<file path="config.mk">
export PLATFORM = sky130hd
export DESIGN_NAME = ps2_kbd_fifo
export DESIGN_NICKNAME = d
export VERILOG_FILES = /design/src/rtl/ps2_kbd_fifo.sv
export SDC_FILE = /design/constraint.sdc
export NUM_CORES = 1
export LEC_CHECK = 0
export ABC_CLOCK_PERIOD_IN_PS = 3300
export CAP_MARGIN = 30
export CORE_AREA = 2 2 131 101
export CTS_CLUSTER_SIZE = 24
export DETAILED_ROUTE_END_ITERATION = 6
export DIE_AREA = 0 0 133 103
export GPL_TIMING_DRIVEN = 0
export MAX_ROUTING_LAYER = met4
export PLACE_DENSITY = 0.71
export SLEW_MARGIN = 20
export SYNTH_ARGS = -nofsm -noshare
export SYNTH_HDL_FRONTEND = slang
export SYNTH_SLANG_ARGS = --single-unit
export TNS_END_PERCENT = 100
</file>
<file path="constraint.sdc">
create_clock -name clk -period 3.3 [get_ports clk]
set_input_delay 0.66 -clock clk [delete_from_list [all_inputs] [get_ports clk]]
set_output_delay 0.66 -clock clk [all_outputs]
set_load 0.005 [all_outputs]
</file>
<file path="src/rtl/ps2_kbd_fifo.sv">
// PS/2 device-to-host receiver with odd-parity check, stall timeout,
// optional E0/F0 prefix folding and a show-ahead FIFO read via nextdata_n.
module ps2_kbd_fifo #(
    parameter int DEPTH   = 8,
    parameter int MODE    = 1,
    parameter int TIMEOUT = 20000
) (
    input  logic                   clk,
    input  logic                   rst,
    input  logic                   ps2_clk,
    input  logic                   ps2_data,
    input  logic                   nextdata_n,
    output logic [7:0]             data,
    output logic                   extended,
    output logic                   released,
    output logic                   ready,
    output logic                   overflow,
    output logic                   frame_err,
    output logic [$clog2(DEPTH):0] count
);
    localparam int AW = $clog2(DEPTH);
    localparam int TW = $clog2(TIMEOUT + 1);

    logic [2:0]    r_ck_sync;
    logic [1:0]    r_dt_sync;
    logic [3:0]    r_bitcnt;
    logic [9:0]    r_shift;
    logic [TW-1:0] r_idle;
    logic          r_frm_vld;
    logic [7:0]    r_frm_byte;
    logic          r_err;
    logic          r_ext_pend;
    logic          r_brk_pend;
    logic          r_push;
    logic [9:0]    r_push_ent;
    logic [9:0]    r_mem [DEPTH];
    logic [AW:0]   r_wr_ptr;
    logic [AW:0]   r_rd_ptr;
    logic [9:0]    r_last;
    logic          r_nx_prev;
    logic          r_ovf;

    logic          w_fall;
    logic          w_bit;
    logic          w_frm_ok;
    logic [AW:0]   w_count;
    logic          w_empty;
    logic          w_full;
    logic          w_pop;
    logic          w_wr;

    // Index 0 is the first stage of each synchroniser chain.
    always_ff @(posedge clk) begin
        if (rst) begin
            r_ck_sync <= 3'b111;
            r_dt_sync <= 2'b11;
        end else begin
            r_ck_sync <= {r_ck_sync[1:0], ps2_clk};
            r_dt_sync <= {r_dt_sync[0], ps2_data};
        end
    end

    assign w_fall   = !r_ck_sync[1] && r_ck_sync[2];
    assign w_bit    = r_dt_sync[1];
    // r_shift holds start in [0], data in [8:1], parity in [9].
    assign w_frm_ok = !r_shift[0] && w_bit && (^r_shift[9:1]);

    always_ff @(posedge clk) begin
        if (rst) begin
            r_bitcnt   <= '0;
            r_shift    <= '0;
            r_idle     <= '0;
            r_frm_vld  <= 1'b0;
            r_frm_byte <= '0;
            r_err      <= 1'b0;
        end else begin
            r_frm_vld <= 1'b0;
            if (w_fall) begin
                r_idle <= '0;
                if (r_bitcnt == 4'd10) begin
                    r_bitcnt   <= '0;
                    r_frm_vld  <= w_frm_ok;
                    r_frm_byte <= r_shift[8:1];
                    if (!w_frm_ok) r_err <= 1'b1;
                end else begin
                    r_bitcnt <= r_bitcnt + 4'd1;
                    r_shift  <= {w_bit, r_shift[9:1]};
                end
            end else if (r_bitcnt != 4'd0) begin
                if (r_idle == TW'(TIMEOUT - 1)) begin
                    r_bitcnt <= '0;
                    r_idle   <= '0;
                end else begin
                    r_idle <= r_idle + 1'b1;
                end
            end else begin
                r_idle <= '0;
            end
        end
    end

    // Prefix bytes only arm flags; the next ordinary byte carries them.
    always_ff @(posedge clk) begin
        if (rst) begin
            r_push     <= 1'b0;
            r_push_ent <= '0;
            r_ext_pend <= 1'b0;
            r_brk_pend <= 1'b0;
        end else begin
            r_push <= 1'b0;
            if (r_frm_vld) begin
                if (MODE == 1 && r_frm_byte == 8'hE0) begin
                    r_ext_pend <= 1'b1;
                end else if (MODE == 1 && r_frm_byte == 8'hF0) begin
                    r_brk_pend <= 1'b1;
                end else begin
                    r_push     <= 1'b1;
                    r_push_ent <= {r_ext_pend, r_brk_pend, r_frm_byte};
                    r_ext_pend <= 1'b0;
                    r_brk_pend <= 1'b0;
                end
            end
        end
    end

    assign w_count = r_wr_ptr - r_rd_ptr;
    assign w_empty = (w_count == '0);
    assign w_full  = (w_count == (AW+1)'(DEPTH));
    assign w_pop   = r_nx_prev && !nextdata_n && !w_empty;
    assign w_wr    = r_push && (!w_full || w_pop);

    always_ff @(posedge clk) begin
        if (w_wr) r_mem[r_wr_ptr[AW-1:0]] <= r_push_ent;
    end

    always_ff @(posedge clk) begin
        if (rst) begin
            r_wr_ptr  <= '0;
            r_rd_ptr  <= '0;
            r_last    <= '0;
            r_nx_prev <= 1'b1;
            r_ovf     <= 1'b0;
        end else begin
            r_nx_prev <= nextdata_n;
            if (w_wr) r_wr_ptr <= r_wr_ptr + 1'b1;
            if (w_pop) begin
                r_rd_ptr <= r_rd_ptr + 1'b1;
                r_last   <= r_mem[r_rd_ptr[AW-1:0]];
                r_ovf    <= 1'b0;
            end else if (r_push && !w_wr) begin
                r_ovf <= 1'b1;
            end
        end
    end

    // An empty FIFO keeps presenting the entry popped last.
    assign {extended, released, data} =
        w_empty ? r_last : r_mem[r_rd_ptr[AW-1:0]];
    assign ready     = !w_empty;
    assign overflow  = r_ovf;
    assign frame_err = r_err;
    assign count     = w_count;

endmodule

</file>
== Word-level counts from Yosys, hierarchy flattened ==
Memory sizes are Yosys's and may differ from the RTL's. A register that Yosys moved wholly into a read port is not among the register bits.
Index checks and enable logic that the tools add are counted.
Word-level totals
  memory bits (writable): 80
  register bits: 77
  word-level logic and storage cells: 79
  bits of input ports: 5
  memories: 1
Operators by class
  add/subtract/negate cells: 5
  muxes and demuxes: 13
  equal/unequal tests: 6
  bitwise gates (word level): 7
  reductions and logical operators: 30
Memory list
  r_mem: words 8, width 10, read ports 1, clocked after memory_dff 1, write ports 1, RTL line 36  | logic [9:0] r_mem [DEPTH];
Operators by type and width (count)
  $eq A8 B8 Y1 const B: 2
  $mux W4: 4
  $add A15 B1 Y15 const B: 1
  $eq A15 B15 Y1 const B: 1
  $add A4 B1 Y4 const B: 3
  $mux W10: 1
  $reduce_and A2 Y1: 5
  $reduce_xor A9 Y1: 1
  $eq A4 B4 Y1 const B: 2
  $logic_and A1 B1 Y1: 7
  $not A1 Y1: 7
  $logic_not A1 Y1: 6
  $mux W1: 6
  $mux W3: 2
  $reduce_and A3 Y1: 2
  $reduce_or A3 Y1: 2
  $logic_not A4 Y1: 1
  $reduce_bool A2 Y1: 2
  $reduce_bool A4 Y1: 1
  $reduce_or A4 Y1: 1
  $sub A4 B4 Y4: 1
  $ne A2 B2 Y1 const B: 1
  $reduce_or A2 Y1: 1
  $logic_or A1 B1 Y1: 1

== Depth between registers and ports, before layout ==
Gate-level depths: netlist (run 1).
  word-level depth: 8
  gate-level depth with buffers: 10
  gate-level depth less buffers: 9

== Worst setup path before layout (run 1) ==
Ideal clock, no wire load.
  kind: flip-flop to flip-flop
  from: register r_wr_ptr[0]
  to: memory r_mem[0][0], enable pin
  path slack: 0.046 ns
  data arrival time: 2.851 ns
  stages on the path, launching flop included: 10
  period minus slack after synthesis: 3.254 ns
  library setup time: 0.404 ns
  cell sequence: dfxtp_1 -> inv_1 -> ha_1 -> inv_1 -> fa_1 -> xor2_1 -> nor3_1 -> a41o_1 -> buf_2 -> nor4_1
On the way
  cells in the longest elaborated chain, start to end: 8
  elaborated cells between the ends (all ways): 10
  those cells by class: 1 x add/sub; 1 x eq/ne; 2 x mux; 6 x reduce/logical
RTL lines
  start, declared: RTL line 37  | logic [AW:0] r_wr_ptr;
  start signal, assigned: RTL line 145  | if (w_wr) r_wr_ptr <= r_wr_ptr + 1'b1;
  $sub A4 B4 Y4 *: RTL line 126  | assign w_count = r_wr_ptr - r_rd_ptr;
  named net count[2]: RTL line 19  | output logic [$clog2(DEPTH):0] count
  $logic_not A4 Y1: RTL line 127  | assign w_empty = (w_count == '0);
  $logic_not A1 Y1: RTL line 129  | assign w_pop = r_nx_prev && !nextdata_n && !w_empty;
  $logic_and A1 B1 Y1: RTL line 129
  $logic_or A1 B1 Y1 *: RTL line 130  | assign w_wr = r_push && (!w_full || w_pop);
  $logic_and A1 B1 Y1 *: RTL line 130
  $mux W1 *: RTL line 133  | if (w_wr) r_mem[r_wr_ptr[AW-1:0]] <= r_push_ent;
  $mux W1 (implied by the code) *: RTL line 133
  end, declared: RTL line 36
Mark *: on every way through the listed nets, which the timed path passes. The rest lies on a longest branch.

== Worst setup path in the final report (run 1) ==
  from: register r_wr_ptr[0]
  to: output port extended
On the way
  cells in the longest elaborated chain, start to end: 3
RTL lines
  $sub A4 B4 Y4: RTL line 126
  $logic_not A4 Y1: RTL line 127
  $mux W10: RTL line 158  | w_empty ? r_last : r_mem[r_rd_ptr[AW-1:0]];
  end, declared: RTL line 14  | output logic extended,
No other way between the ends.

==> out/metrics.cfg, run 1 <==
[run_status]
outcome=complete, but fails checks
failed_checks=negative setup slack

[floorplan]
die_area_um2=13700
core_um2=12600
die_y_um=103
ios=22
rows=36
initial_core_util_pct=50.7
die_x_um=133

[clock_network]
cts_max_level=4
clockBufferDepth=2
cts_tree=done
numCtsBuffers=17
clkSinkCount=160
clkLatencyLatePin_ns=0.42
hold_buffers=0
clkSlewWorstSetupHoldPaths_ns=0.06
cts_root_buf=clkbuf_16

[synthesis]
synth_flop_cell=edfxtp_1
ys_seq_area_share_pct=62.9
synth-simple-area-share_pct=10.3
ys_warn_count=0
synth-xor-area-share_pct=3.66
synthMuxAreaShare_pct=13.8
synth_fp_nets=484
async_flop_share_pct=0
synth_top_family_by_area=multiplexers
syn_avg_cell_area_um2=13.6
ys_types=52
synth_area_um2=6370
synth-compound-area-share_pct=5.15
ys_ff_latch=160
netlist_instances=469
synth_fa_ha_area_share_pct=2.08
synth_edf_count=80

[placed_design]
hpwl_um=8750
dpl_worst_slack_ns=-0.598
placed_cell_area_um2=6910
gp_congestion=0.809
portBuffers=20
place_inst=675

[critical_path]
critPathMaxStageDelay_ns=0.47
worst_r2r_startpoint=r_wr_ptr[0]
rr_endpoint=r_mem[2][9]
critPathKind=reg2out
cp-start-kind=flop
cp_max_fo=3
rr_worst_depth=12
path_buf_inv=5
cp.required_ns=2.64
arrival_ns=2.78
cp_top_family=buffers and inverters
worstPathCellList=inv_6 -> ha_4 -> inv_2 -> fa_2 -> nor3_4 -> nand3_4 -> buf_4 -> buf_6 -> mux2_2 -> dlygate4sd2_1
slowest_stage=fa_2
end_kind=output pin
reg2reg_slack_ns=0.31

[pwr]
ir_drop_uv=444
power_density_nw_per_um2=727
leakage_uw=0.00273

[grt]
grt_max_degree=17
grt_pass1_wl_um=20600
antenna_found_initial=0
grt_usage_pct=21.2
grt_pass1_vias=3822
grt_overflow=0

[drt]
firstDrtPassIters=5
drt-vias-per-instance=5.56
wl_per_cell_um=18.5
wl_um=13400
drt_iter0_drc=353
route.detailed.drc=0
vias=4008
ant_nets=0

[layout]
syn_to_final_growth_pct=20.1
final_cells=721
final_area_um2=7650
final_nets=552
diodes=0
drive_above_1_share_pct=26.7
final_core_util_pct=60.8

[job]
maxCapViolCount=0

[min_path]
min-delay-start=r_ck_sync[0]
hold_path_class=reg2reg
worstHoldEndpoint=r_ck_sync[1]
whs_path_depth=1

[sta]
slew_headroom_pct=40.0
timing.fmax_ghz=0.290
worst_pin_slew_ns=0.896
final-max-slew-violation-count=0
setup_viol=5
finalClockSkew_ns=0.00676
period_share_pct=104
finalHoldViolCount=0
fin_ws_ns=-0.143
rsz0062_at_grt=true
final.setup.tns_ns=-0.419
period_needed_ns=3.44

-- timing repair --
item / CTS / global route
endpoints found under the setup margin: 29 / 10
gates resized for setup: 53 / 12
cloned: 1 / 0
pin swaps: 3 / 0
setup buffers: 12 / 1
-- cell usage in the layout (no fill, tap or decap), types with 5 or more instances in the layout --
cell type and n:
buf_4 14, xnor2_1 13, or2_2 6, clkbuf_16 18
inv_1 11, dfxtp_1 77, mux4_2 20, a21oi_1 18
a22o_1 10, ha_1 8, nor3_1 5, buf_2 17
nor4_2 7, mux2_2 19, clkinv_2 6, nor2_1 48
clkbuf_1 11, xor2_1 10, clkdlybuf4s50_1 9, mux2i_1 20
nand3_1 10, clkbuf_2 5, nand2_1 28, buf_6 7
edfxtp_1 80
-- metal layers --
metal / wire length (µm) / global-route usage, %
met1: 6170 / 27.3
met2: 6280 / 33.2
met3: 662 / 5.21
met4: 249 / 8.11
met5: 0 / -
-- flip-flops by register name, summed over array words and instances, names as in the netlist, named ones only --
name / count
r_mem: 80
r_idle: 15
r_last: 10
r_push_ent: 10
r_shift: 10
r_frm_byte: 8
r_bitcnt: 4
r_rd_ptr: 4
r_wr_ptr: 4
r_ck_sync: 3
r_dt_sync: 2
frame_err: 1
overflow: 1
r_brk_pend: 1
r_ext_pend: 1
r_frm_vld: 1
r_nx_prev: 1
r_push: 1
-- layout make-up --
type | instances | area (µm²)
multi-input cells | 276 | 2320
repair buffers | 49 | 388
inverters | 13 | 53.8
plain buffers | 20 | 103
fillers | 908 | 4920
flip-flops and latches | 160 | 4010
clock buffers | 18 | 439
clock inverters | 14 | 116
well taps | 171 | 214
-- synthesized netlist by cell type, types with 3 or more instances --
cell / instances / area, µm²
a21oi_1: 18 / 90.1
a22o_1: 10 / 87.6
and3_1: 4 / 25.0
buf_2: 4 / 20.0
clkbuf_1: 12 / 45.0
dfxtp_1: 80 / 1600
edfxtp_1: 80 / 2400
ha_1: 9 / 113
inv_1: 13 / 48.8
mux2_2: 20 / 225
mux2i_1: 20 / 200
mux4_2: 20 / 450
nand2_1: 28 / 105
nand3_1: 11 / 55.1
nand3b_1: 3 / 22.5
nand4_1: 3 / 18.8
nor2_1: 48 / 180
nor2b_1: 4 / 25.0
nor3_1: 6 / 30.0
nor4_1: 7 / 43.8
o21ai_0: 4 / 20.0
or2_2: 6 / 37.5
or3_1: 3 / 18.8
xnor2_1: 13 / 114
xor2_1: 11 / 96.3
-- how the worst max path moves through the flow --
stage / endpoint / start / cells past startpoint / slack (ns)
floorplan: r_mem[0][0] / r_wr_ptr[0] / 9 / 0.05
global placement: r_mem[0][9] / r_wr_ptr[0] / 9 / -1.01
detailed placement: data[0] / r_wr_ptr[0] / 9 / -0.60
CTS: extended / r_wr_ptr[0] / 10 / -0.1
global route: extended / r_wr_ptr[0] / 10 / -0.21
finish: extended / r_wr_ptr[0] / 10 / -0.14
-- power breakdown --
group,internal (µW),total [µW],leakage (µW),switching (µW)
registers,2120,2140,0.00147,29.6
logic,954,1600,0.000985,646
clock network,1050,1810,0.000276,763
-- cell families (layout without fill, tap and decap cells) --
logic type,Yosys count,after routing
flops,160,160
simple gates,134,134
mux,60,60
compound gates,47,47
buf+inv,33,114
xor+xnor,25,25
fa+ha+maj,10,10
-- per-stage QoR --
| step | total power [µW] | hold WS, ns |
|---|---|---|
| 2_1_floorplan | 2910 | 0.389 |
| 3_3_place_gp | 3390 | 0.393 |
| 3_5_place_dp | 3420 | 0.400 |
| 4_1_cts | 5540 | 0.415 |
| 5_1_grt | 5770 | 0.429 |
| 6_report | 5560 | 0.409 |
(Power assumes the default switching activity.)
==> run 2, diff against run 1 <==
--- a/config.mk
+++ b/config.mk
@@ -14,7 +14,6 @@
 export GPL_TIMING_DRIVEN = 0
 export MAX_ROUTING_LAYER = met4
 export PLACE_DENSITY = 0.71
-export SLEW_MARGIN = 20
 export SYNTH_ARGS = -nofsm -noshare
 export SYNTH_HDL_FRONTEND = slang
 export SYNTH_SLANG_ARGS = --single-unit
==> out/metrics.cfg, run 2 (synthesis results as in run 1) <==
[run_status]
outcome=complete, but fails checks
failed_checks=negative setup slack

[drt]
route.detailed.drc=0  ; unchanged
drt_iter0_drc=323  ; -8.5%
vias=3955  ; -1.3%
ant_nets=0  ; unchanged
drt-vias-per-instance=5.54  ; -0.35%
wl_per_cell_um=18.3  ; -1.4%
wl_um=13000  ; -2.4%
firstDrtPassIters=5  ; unchanged

[layout]
final_cell_mix=edfxtp_1, dfxtp_1, nor2_1
largest_reg_flops=80  ; unchanged
syn_to_final_growth_pct=21.2
final_nets=545  ; -1.3%
final_core_util_pct=61.4  ; +0.58 points
diodes=0  ; unchanged
drive_above_1_share_pct=25.6  ; -1.1 points
final_common_cell=edfxtp_1

[floorplan]
die_y_um=103  ; unchanged
die_area_um2=13700  ; unchanged
ios=22  ; unchanged
core_um2=12600  ; unchanged
die_x_um=133  ; unchanged
initial_core_util_pct=50.7  ; unchanged
rows=36  ; unchanged

[critical_path]
worst_r2r_startpoint=r_rd_ptr[0]
cp-start-kind=flop
critPathKind=reg2out
end_kind=output pin
rr_endpoint=r_mem[6][1]
crit_cells=11  ; +1
rr_worst_depth=10  ; -2
critPathMaxStageDelay_ns=0.46  ; about the same
path_buf_inv=6  ; +1
cp_top_family=adder cells
cp_max_fo=3  ; unchanged
reg2reg_slack_ns=0.18  ; -0.13 ns
cp.required_ns=2.64  ; about the same
slowest_stage=fa_2
arrival_ns=2.69  ; -0.09 ns
cpMostUsedCell=buf_6
worstPathCellList=inv_6 -> ha_4 -> inv_2 -> fa_2 -> nor3_4 -> nand3_4 -> buf_6 -> buf_6 -> buf_6 -> mux2_4 -> buf_6

[sta]
setup_viol=2  ; -3
final.setup.tns_ns=-0.0905  ; +0.328 ns
timing.fmax_ghz=0.299  ; +2.9%
worst_pin_slew_ns=0.868  ; -0.0277 ns
period_share_pct=101  ; -3.0 points
finalHoldViolCount=0  ; unchanged
slew_headroom_pct=41.6  ; +1.6 points
finalClockSkew_ns=0.0163  ; +0.00959 ns
period_needed_ns=3.35  ; -0.0977 ns
final-max-slew-violation-count=0  ; unchanged
fin_ws_ns=-0.0454  ; +0.0977 ns
rsz0062_at_grt=true

[clock_network]
cts_tree=done
cts_root_buf=clkbuf_16
clkSinkCount=160  ; unchanged
clkSlewWorstSetupHoldPaths_ns=0.06  ; about the same
hold_buffers=0  ; unchanged
clockBufferDepth=2  ; unchanged
numCtsBuffers=17  ; unchanged
clkLatencyLatePin_ns=0.43  ; about the same
cts_max_level=4  ; unchanged

[pwr]
power_density_nw_per_um2=755  ; +3.8%
power.share.sequential_pct=36.8  ; -1.8 points
ir_drop_uv=406  ; -8.6%
leakage_uw=0.00274  ; +0.31%
switching_share_pct=24.5  ; -1.4 points
p_sw_uw=1430  ; -0.73%
p_int_uw=4400  ; +6.7%
clkPwrFrac_pct=34.1  ; +1.5 points
pwr-share-comb_pct=29.1  ; +0.3 points

[grt]
grt_usage_pct=21.1  ; -0.12 points
grt_pass1_vias=3824  ; +0.052%
grt_overflow=0  ; unchanged
grt_max_degree=17  ; unchanged
antenna_found_initial=0  ; unchanged
grt_pass1_wl_um=20500  ; -0.47%

[placed_design]
hpwl_um=8740  ; about the same
gp_congestion=0.809  ; unchanged
portBuffers=20  ; unchanged

[job]
maxCapViolCount=0  ; unchanged

[min_path]
whs_path_depth=1  ; unchanged
min-delay-start=r_ck_sync[0]
hold_path_class=reg2reg
worstHoldEndpoint=r_ck_sync[1]

[run 2: cell count changes in the layout (fill, tap and decap cells not counted), sizes merged]
| cell | previous run | this run |
|---|---|---|
| clkdlybuf4s15 | 0 | 2 |
| clkbuf | 35 | 36 |
| dlygate4sd2 | 2 | 1 |
| clkinv | 9 | 6 |
| buf | 41 | 35 |
| clkinvlp | 2 | 0 |
| bufinv | 1 | 3 |
[run 2: worst max-delay path by stage]
stage                 from           to  slack, ns
6_report       r_wr_ptr[0]     extended      -0.05
3_3_place_gp   r_wr_ptr[0]  r_mem[0][9]      -1.01
5_1_grt        r_wr_ptr[0]      data[3]      -0.15
2_1_floorplan  r_wr_ptr[0]  r_mem[0][0]       0.05
4_1_cts        r_wr_ptr[0]      data[0]      -0.12
3_5_place_dp   r_wr_ptr[0]      data[0]      -0.63
[run 2: timing repair]
action,in CTS,in global routing
pin swaps,3,2
setup buffers,11,2
gates cloned,1,0
endpoints found under the setup margin,38,25
gates resized for setup,54,21
[run 2: cell type report]
cell class	count	area (µm²)
Fill cell	901	4850
Sequential cell	160	4010
Multi-Input combinational cell	276	2330
Clock buffer	21	470
Timing Repair Buffer	42	399
Tap cell	171	214
Clock inverter	11	135
Buffer	20	104
Inverter	13	53.8
[run 2: routing by layer]
metal,share of wire (%),global-route usage (%),vias up,routed length [µm]
met5,0,-,-,0
met4,1.3,9.02,0,173
met3,5.0,5.21,14,648
met2,47,32.4,113,6090
met1,47,27.1,1977,6130
li1,-,-,1851,-
[run 2: power groups by stage]
stage | sequential (µW) | clock, µW | combinational (µW)
2_1_floorplan | 2170 | 0 | 732
3_3_place_gp | 2180 | 0 | 1210
3_5_place_dp | 2180 | 0 | 1240
4_1_cts | 2140 | 2020 | 1520
5_1_grt | 2150 | 2090 | 1810
6_report | 2140 | 1980 | 1700
[run 2: metrics by stage]
stage | cells | worst slack [ns] | instance area, µm² | power, µW | hold slack (ns)
floorplan | 469 | 0.0459 | 6370 | 2910 | 0.389
global placement | 660 | -1.01 | 6780 | 3390 | 0.393
detailed placement | 668 | -0.630 | 6880 | 3420 | 0.400
CTS | 712 | -0.121 | 7650 | 5680 | 0.416
global route | 714 | -0.154 | 7720 | 6050 | 0.431
finish | 714 | -0.0454 | 7720 | 5820 | 0.407
[run 2: worst register-to-register path, cell delays in order, from the launching register on]
cell and delay (ns):
dfxtp_2 0.38, ha_4 0.15, inv_2 0.04, fa_2 0.35, xor2_2 0.21, nor3_4 0.07
buf_4 0.15, a41o_1 0.28, buf_2 0.22, nor4_2 0.67, buf_4 0.30
